$ cat config.mk
export PLATFORM = sky130hd
export DESIGN_NAME = pkt_bufid_alloc
export DESIGN_NICKNAME = d
export VERILOG_FILES = /design/src/rtl/pkt_buf_pkg.sv /design/src/rtl/pkt_bufid_alloc_rr_arbiter.sv /design/src/rtl/pkt_bufid_alloc.sv
export SDC_FILE = /design/constraint.sdc
export NUM_CORES = 1
export LEC_CHECK = 0
export ABC_AREA = 1
export BUFFER_PORTS_ARGS = -buffer_cell sky130_fd_sc_hd__buf_2
export CAP_MARGIN = 20
export CORE_AREA = 3 3 144 146
export DETAILED_ROUTE_END_ITERATION = 8
export DIE_AREA = 0 0 147 149
export MAX_ROUTING_LAYER = met4
export PLACE_DENSITY = 0.64
export SLEW_MARGIN = 20
export SYNTH_ARGS = -nofsm -noshare
export SYNTH_HDL_FRONTEND = slang
export SYNTH_SLANG_ARGS = --single-unit
$ cat constraint.sdc
create_clock -name clk_sys -period 5.5 [get_ports clk_sys]
set_clock_uncertainty 0.05 [all_clocks]
set_input_delay 0.275 -clock clk_sys [delete_from_list [all_inputs] [get_ports clk_sys]]
set_output_delay 0.275 -clock clk_sys [all_outputs]
set_load 0.02 [all_outputs]
$ cat src/rtl/pkt_buf_pkg.sv
// Shared widths, port-count default and allocator FSM encoding for the packet-buffer ID path.
// Imported by the allocator and the bufid return path so both agree on ID and count widths.
package pkt_buf_pkg;
   localparam int NUM_PORT_DFLT = 9;
   localparam int BUFID_W       = 9;
   localparam int OUTNUM_W      = 4;
   localparam int STAT_W        = 16;

   typedef enum logic [1:0] {
      IDLE_S  = 2'd0,
      RD_S    = 2'd1,
      WAIT_S  = 2'd2,
      GRANT_S = 2'd3
   } alloc_state_t;
endpackage

$ cat src/rtl/pkt_bufid_alloc_rr_arbiter.sv
// Combinational round-robin pick: first set request at or after ptr, wrapping, zero latency.
// No backpressure; the parent decides when to register and consume the result.
module rr_arbiter #(
   parameter int N     = 9,
   parameter int IDX_W = (N > 1) ? $clog2(N) : 1
) (
   input  logic [N-1:0]     req,
   input  logic [IDX_W-1:0] ptr,
   output logic [N-1:0]     grant,
   output logic [IDX_W-1:0] idx,
   output logic             any
);
   logic found;
   int   p;

   always_comb begin
      grant = '0;
      idx   = '0;
      found = 1'b0;
      p     = 0;
      for (int i = 0; i < N; i++) begin
         p = int'(ptr) + i;
         if (p >= N) p = p - N;
         if (!found && req[p]) begin
            found    = 1'b1;
            grant[p] = 1'b1;
            idx      = IDX_W'(p);
         end
      end
   end

   assign any = |req;
endmodule

$ cat src/rtl/pkt_bufid_alloc.sv
// Pops free buffer IDs and grants one per request, round-robin; seeds the per-ID outport count.
// Request-to-ack latency 3 cycles, one grant per 4; stalls in IDLE_S while the free FIFO is empty.
// Optional grant/stall statistics counters are built only with PKT_BUFID_ALLOC_STAT_EN defined.
module pkt_bufid_alloc
   import pkt_buf_pkg::*;
#(
   parameter int NUM_PORT = NUM_PORT_DFLT,
   parameter int BUFID_W  = pkt_buf_pkg::BUFID_W,
   parameter int OUTNUM_W = pkt_buf_pkg::OUTNUM_W
) (
   input  logic                         clk_sys,
   input  logic                         reset,
   input  logic [NUM_PORT-1:0]          iv_bufid_req,
   input  logic [NUM_PORT*OUTNUM_W-1:0] iv_outport_num,
   output logic [NUM_PORT-1:0]          ov_bufid_ack,
   output logic [BUFID_W-1:0]           ov_bufid,
   output logic                         o_pkt_bufid_rd,
   input  logic [BUFID_W-1:0]           iv_pkt_bufid,
   input  logic                         i_pkt_bufid_empty,
   output logic                         o_cnt_wr,
   output logic [BUFID_W-1:0]           ov_cnt_addr,
   output logic [OUTNUM_W-1:0]          ov_cnt_data,
   output logic [1:0]                   ov_alloc_state,
   output logic [STAT_W-1:0]            ov_alloc_cnt,
   output logic [STAT_W-1:0]            ov_empty_stall_cnt
);
   localparam int IDX_W = (NUM_PORT > 1) ? $clog2(NUM_PORT) : 1;

   alloc_state_t          state, state_d;
   logic [IDX_W-1:0]      rr_ptr, rr_ptr_d;
   logic [IDX_W-1:0]      port_q, port_d;
   logic [NUM_PORT-1:0]   grant_q, grant_d;
   logic [OUTNUM_W-1:0]   outnum_q, outnum_d;
   logic [NUM_PORT-1:0]   ack_q, ack_d;
   logic [BUFID_W-1:0]    bufid_q, bufid_d;
   logic                  rd_q, rd_d;
   logic                  cnt_wr_q, cnt_wr_d;
   logic [OUTNUM_W-1:0]   cnt_data_q, cnt_data_d;

   logic [NUM_PORT-1:0]   arb_grant;
   logic [IDX_W-1:0]      arb_idx;
   logic                  arb_any;
   logic                  dead;

   rr_arbiter #(.N(NUM_PORT), .IDX_W(IDX_W)) u_arb (
      .req   (iv_bufid_req),
      .ptr   (rr_ptr),
      .grant (arb_grant),
      .idx   (arb_idx),
      .any   (arb_any)
   );

   // A requester still sees its own ack this cycle; never grant it a second time.
   assign dead = |ack_q;

   always_ff @(posedge clk_sys) begin
      if (reset) begin
         state      <= IDLE_S;
         rr_ptr     <= '0;
         port_q     <= '0;
         grant_q    <= '0;
         outnum_q   <= '0;
         ack_q      <= '0;
         bufid_q    <= '0;
         rd_q       <= 1'b0;
         cnt_wr_q   <= 1'b0;
         cnt_data_q <= '0;
      end else begin
         state      <= state_d;
         rr_ptr     <= rr_ptr_d;
         port_q     <= port_d;
         grant_q    <= grant_d;
         outnum_q   <= outnum_d;
         ack_q      <= ack_d;
         bufid_q    <= bufid_d;
         rd_q       <= rd_d;
         cnt_wr_q   <= cnt_wr_d;
         cnt_data_q <= cnt_data_d;
      end
   end

   // Outputs are registered, so each state's outputs are loaded on the edge that enters it.
   always_comb begin
      state_d    = state;
      rr_ptr_d   = rr_ptr;
      port_d     = port_q;
      grant_d    = grant_q;
      outnum_d   = outnum_q;
      ack_d      = '0;
      bufid_d    = bufid_q;
      rd_d       = 1'b0;
      cnt_wr_d   = 1'b0;
      cnt_data_d = cnt_data_q;
      case (state)
         IDLE_S: begin
            if (!dead && arb_any && !i_pkt_bufid_empty) begin
               port_d   = arb_idx;
               grant_d  = arb_grant;
               outnum_d = iv_outport_num[int'(arb_idx)*OUTNUM_W +: OUTNUM_W];
               rd_d     = 1'b1;
               state_d  = RD_S;
            end
         end
         RD_S: begin
            state_d = WAIT_S;
         end
         WAIT_S: begin
            bufid_d    = iv_pkt_bufid;
            cnt_data_d = (outnum_q == '0) ? OUTNUM_W'(1) : outnum_q;
            ack_d      = grant_q;
            cnt_wr_d   = 1'b1;
            rr_ptr_d   = (port_q == IDX_W'(NUM_PORT-1)) ? '0 : port_q + 1'b1;
            state_d    = GRANT_S;
         end
         GRANT_S: begin
            state_d = IDLE_S;
         end
         default: begin
            state_d = IDLE_S;
         end
      endcase
   end

   assign ov_bufid_ack   = ack_q;
   assign ov_bufid       = bufid_q;
   assign ov_cnt_addr    = bufid_q;
   assign o_pkt_bufid_rd = rd_q;
   assign o_cnt_wr       = cnt_wr_q;
   assign ov_cnt_data    = cnt_data_q;
   assign ov_alloc_state = state;

`ifdef PKT_BUFID_ALLOC_STAT_EN
   logic [STAT_W-1:0] alloc_cnt;
   logic [STAT_W-1:0] stall_cnt;

   always_ff @(posedge clk_sys) begin
      if (reset) begin
         alloc_cnt <= '0;
         stall_cnt <= '0;
      end else begin
         if (dead && alloc_cnt != '1)
            alloc_cnt <= alloc_cnt + 1'b1;
         if (state == IDLE_S && !dead && arb_any && i_pkt_bufid_empty && stall_cnt != '1)
            stall_cnt <= stall_cnt + 1'b1;
      end
   end

   assign ov_alloc_cnt       = alloc_cnt;
   assign ov_empty_stall_cnt = stall_cnt;
`else
   assign ov_alloc_cnt       = '0;
   assign ov_empty_stall_cnt = '0;
`endif
endmodule

== Yosys cells after proc, flatten, opt, wreduce, memory -nomap -nowiden ==
Cells that the tools add are included.
Word-level totals
  flip-flop bits (word level): 47
  input bits: 57
  output and inout port bits: 67
  logic and storage cells: 193
Operators by class
  $add $sub $neg: 18
  $lt $le $gt $ge: 27
  eq/ne operators: 5
  shifts and indexed selects: 1
  mux-type cells: 86
  bitwise logic cells: 10
  reductions and logical operators: 36
Operators with widths (number)
  $ge 32x1->1 const B: 9
  $lt 32x6->1 const B: 9
  $mux 32: 9
  $ge 32x5->1 const B: 8
  $sub 32x5->32 const B: 8
  $mux 9: 9
  $or 9x9->9: 8
  $mux 4: 11
  $mux 1: 37
  $bmux 1 s4: 9
  $demux 1 s4: 9
  $shiftx 36x7->4: 1
  $add 4x3->5 const B: 4
  $logic_and 1x1->1: 19
  $reduce_or 9->1: 2
  $add 4x2->5 const B: 2
  $logic_not 1->1: 10
  $pmux 2 s4: 1
  $add 4x1->5 const B: 1
  $add 4x4->5 const B: 1
  $sub 4x4->5 const B: 1
  $add 4x1->4 const B: 1
  $eq 2x2->1 const B: 2
  $eq 4x4->1 const B: 1
  9 further kinds: 11

== Longest topological paths before layout ==
  word-level depth: 31
  depth in mapped cells: 33
  depth with buffers taken out: 31

== By module ==
From an unflattened synthesis, not the netlist that was laid out.
Second synthesis, totals
  cells, all modules: 1200
  area, all modules: 6707.7 um^2
By module, submodules not included
  rr_arbiter: times used 1, cells an instance 833, area an instance 4161.5 um^2, seq. area each 0.0 um^2
  pkt_bufid_alloc: times used 1, cells an instance 367, area an instance 2546.2 um^2, seq. area each 940.9 um^2

== Least setup slack after synthesis ==
No wires, ideal clock.
  kind: register to register
  start: register rr_ptr[1]
  end: register outnum_q[2]
  setup time: 0.119 ns
  data arrival time: 3.733 ns
  required time: 5.331 ns
  slack: 1.598 ns
  cell stages (with the launch flop): 29
  path buffers: 1
  clock period less this slack: 3.902 ns
  path through: dfxtp_1 inv_1 ha_1 inv_2 nand2_2 nand2_4 inv_2 nand2_1 nand2_1 ha_1 nand2_8 nand2_2 xor2_2 nand2_2 inv_2 nand2_2 nand2_2 nor2_8 nor2_8 nand3_4 nor2_8 nand3_4 nand3_4 buf_6 nand2_1 nand3_1 nand3_1 nand3_1 a21oi_1
On the way
  cells in the longest elaborated chain, start to end: 31
  elaborated cells on any way between the ends: 96
  those cells by class: add/sub (17); order compare (9); shift (1); mux (53); reduce/logical (16)
RTL lines
  start: declaration: line pkt_bufid_alloc.sv:30  | logic [IDX_W-1:0] rr_ptr, rr_ptr_d;
  start signal: assignment: line pkt_bufid_alloc.sv:70  | rr_ptr <= rr_ptr_d;
  branches (longest 29 deep; another with $sub 32x5->32)
  $mux 4 *: line pkt_bufid_alloc_rr_arbiter.sv:24  | if (!found && req[p]) begin
  $shiftx 36x7->4 *: line pkt_bufid_alloc.sv:99  | outnum_d = iv_outport_num[int'(arb_idx)*OUTNUM_W +: OUTNUM_W];
  end signal: assignment: line pkt_bufid_alloc.sv:73  | outnum_q <= outnum_d;
  end: declaration: line pkt_bufid_alloc.sv:33  | logic [OUTNUM_W-1:0] outnum_q, outnum_d;
Mark *: on every way between the ends. The select of a mux whose other input is x is not followed.
A chain may end at the register's enable or synchronous reset.

== Worst setup path after layout ==
  start: register rr_ptr[1]
  end: register outnum_q[0]
Same word-level chain as after synthesis.

==> flow_metrics.py <==
metrics = {
    "cts": {
        "htreeDepth": 2,
        "cts_setup_buffers": 0,
        "cts_buffers": 5,
        "root_buffer": "clkbuf_16",
        "clk_latency_ps": 290,
        "clk_pin_slew_ps": 70,
        "cts_buffer_depth": 2,
        "cts.sinks": 47,
        "ctsResizeCount": 0,
        "cts-hold-fix-buffers": 0,
        "cts_tree": "done",
    },
    "synth": {
        "synthTopCellsByCount": "nand2_1 (218), inv_1 (146), nand3_1 (120), nor2_1 (102), o21ai_0 (55)",
        "synth_top_area_share_pct": 13.7,
        "synth_edf_count": 0,
        "netlist_area_sq_um": 6860,
        "yosysMostFrequentCell": "nand2_1",
        "ys_types": 63,
        "yosys_most_used_dff": "dfxtp_1",
        "synth-seq-cells": 47,
        "synth_area_leaders": "dfxtp_1 (14%), nand2_1 (12%), nand3_1 (8.8%)",
        "avgSynthCellArea_sq_um": 6.17,
        "ys_async_sr_fraction_pct": 0,
        "yosysTopAreaCell": "dfxtp_1",
        "ys_warn_count": 0,
        "yosysSeqAreaShare_pct": 13.7,
        "synthCells": 1112,
    },
    "setup_path": {
        "crit_path_max_incr_delay_ps": 670,
        "slowest_stage": "dfxtp_1",
        "arrival_ps": 5100,
        "crit_required_ps": 5670,
        "path_cells": "inv_1 > ha_1 > o21ai_0 > ha_1 > nand2_2 > o21ai_2 > nand2_1 > o21ai_1 > nand3_1 > nand3_4 > nor2_2 > nand2_1 > nand3_1 > nor3_1 > nand3_1 > nor2_2 > inv_2 > nand3_1 > nand3_1 > a21oi_1",
        "path_buf_inv": 2,
        "cp_max_fo": 13,
        "crit_path_start_kind": "flop",
        "cp-end-kind": "flop",
        "cp_common_cell": "nand3_1",
        "setup.worst_path.class": "flop to flop",
        "cp_top_family": "simple AND/OR/NAND/NOR gates",
    },
    "drt": {
        "dr.pass1.iters": 5,
        "drc_errors": 0,
        "ant_nets": 0,
        "via_per_inst": 5.26,
        "route.vias.total": 7635,
        "routed_wl_um": 23500,
        "wl_per_cell_um": 16.2,
        "drt-initial-drc-count": 733,
    },
    "die": {
        "core_sq_um": 19500,
        "ios": 124,
        "die_w_um": 147,
        "start_util_pct": 35.1,
        "core.rowCount": 51,
        "dieArea_sq_um": 21900,
        "fp.dieH_um": 149,
    },
    "sta": {
        "hold_violations": 0,
        "finalSetupViolCount": 0,
        "timing.final.crit_share_pct": 89.5,
        "max_freq_mhz": 203,
        "worst-slew-pin-transition_ps": 852,
        "final.setup.tns_ps": 0,
        "rsz0062_at_grt": "no",
        "slew_headroom_pct": 42.6,
        "maxSlewViolCount": 0,
        "post-route-min-period_ps": 4920,
    },
    "place": {
        "hpwl_um": 19000,
        "dp.cells": 1444,
        "gp_congestion": 1.02,
        "port_buffers": 91,
    },
    "power_and_ir_drop": {
        "power.density_nw_per_um2": 633,
        "p_leak_nw": 3.83,
        "peakVddDrop_mv": 0.282,
        "p_total_w": 0.00476,
    },
    "global_routing": {
        "grt_max_degree": 25,
        "grt_pass1_wl_um": 36500,
        "track_usage_pct": 21.1,
        "antenna_found_initial": 0,
        "grt_overflow": 0,
        "grt_pass1_vias": 6898,
    },
    "hold_path": {
        "hold_path.class": "primary input to flop",
    },
    "final_layout": {
        "final-instance-count-excl-fill": 1452,
        "syn_to_final_growth_pct": 9.78,
        "antenna_cells": 0,
        "drive_above_1_share_pct": 19.0,
        "final_nets": 1284,
    },
    "status": {
        "status": "finished clean",
    },
    "flow_run": {
        "drv_cap": 0,
    },
}
[per-layer routing]
| layer | part of all wire, % | global-route usage [%] | vias to the layer above |
|---|---|---|---|
| li1 | - | - | 3766 |
| met1 | 45 | 29.0 | 3491 |
| met2 | 45 | 33.9 | 336 |
| met3 | 6.6 | 1.31 | 42 |
| met4 | 3.2 | 5.96 | 0 |
| met5 | 0 | - | - |
[through the flow]
stage | hold slack [ps] | instance area [sq um] | utilization, % | worst slack, ps
6_report | 155 | 7530 | 38.6 | 575
5_1_grt | 158 | 7530 | 38.6 | 231
4_1_cts | 155 | 7530 | 38.6 | 672
3_5_place_dp | 365 | 7370 | 37.8 | 693
3_3_place_gp | 366 | 7370 | 37.8 | 808
2_1_floorplan | 312 | 6970 | - | 1600
[flip-flops by register name, indices dropped and copies added (netlist names)]
name            count
grant_q             9
ov_bufid            9
ov_bufid_ack        9
outnum_q            4
ov_cnt_data         4
port_q              4
rr_ptr              4
ov_alloc_state      2
o_cnt_wr            1
o_pkt_bufid_rd      1
[worst paths after layout]
| check | start | to | slack, ps | depth (start not counted) |
|---|---|---|---|---|
| setup / recovery | rr_ptr[1]$_SDFFE_PP0P_ | outnum_q[0]$_SDFFE_PP0P_ | 580 | 20 |
| hold / removal | iv_pkt_bufid[7] | ov_bufid[7]$_SDFFE_PP0P_ | 160 | 3 |
| setup reg to reg | rr_ptr[1]$_SDFFE_PP0P_ | outnum_q[0]$_SDFFE_PP0P_ | 580 | 20 |
| hold reg to reg | grant_q[5]$_SDFFE_PP0P_ | ov_bufid_ack[5]$_SDFF_PP0_ | 380 | 2 |
[cell families (layout without fill, tap and decap cells)]
group                      Yosys count  after routing  share of synthesized area (%)
adders and majority gates           41             41                           7.59
xor gates and xnor gates            12             12                           2.63
buffers and inverters              238            282                           16.2
AOI/OAI and AO/OA                  172            172                           15.1
other                                1             32                         0.0547
DFF                                 47             47                           13.7
and+or+nand+nor                    601            601                           44.7
[tightest hold or removal path: cells and delay by family]
family | cells | cell delay [ps]
buf+inv | 1 | 70
simple gates | 2 | 110
[where the power goes]
part | internal (W) | leakage, nW | switching [W] | total [W]
logic | 0.00113 | 3.38 | 0.00280 | 0.00394
clock network | 0.000182 | 0.0731 | 0.000138 | 0.000320
registers | 0.000440 | 0.385 | 0.0000696 | 0.000510
total | 0.00175 | 3.83 | 0.00301 | 0.00476
[cell usage in the layout, fill, tap and decap left out, types with 3 or more instances in the layout]
| master | count |
|---|---|
| nand3b_1 | 4 |
| xor2_1 | 5 |
| nand2_2 | 24 |
| o31ai_1 | 4 |
| buf_2 | 91 |
| ha_1 | 40 |
| o21ai_2 | 10 |
| nand3_1 | 120 |
| a21oi_1 | 46 |
| nand2_1 | 218 |
| o22ai_1 | 3 |
| nand4_1 | 35 |
| nand2_4 | 10 |
| nand3_4 | 6 |
| nor2_4 | 6 |
| a31oi_1 | 6 |
| nor4_1 | 17 |
| inv_1 | 146 |
| nor2_1 | 102 |
| inv_2 | 25 |
| o211ai_1 | 5 |
| o311ai_0 | 3 |
| buf_4 | 8 |
| nor2_8 | 4 |
| nand3_2 | 9 |
| o41ai_1 | 3 |
| xor2_2 | 4 |
| clkbuf_16 | 5 |
| nor3_1 | 31 |
| nor2_2 | 6 |
| o21ai_0 | 55 |
| a41oi_1 | 5 |
| o21ai_1 | 16 |
| dfxtp_1 | 47 |
| conb_1 | 32 |
[layout make-up]
type	count	area, sq um
fillers	2124	12000
inverters	175	664
flip-flops and latches	47	941
well taps	265	332
clock inverters	2	16.3
clock buffers	6	139
repair buffers	99	515
multi-input cells	858	4920
Power figures use the tool's default switching activity.
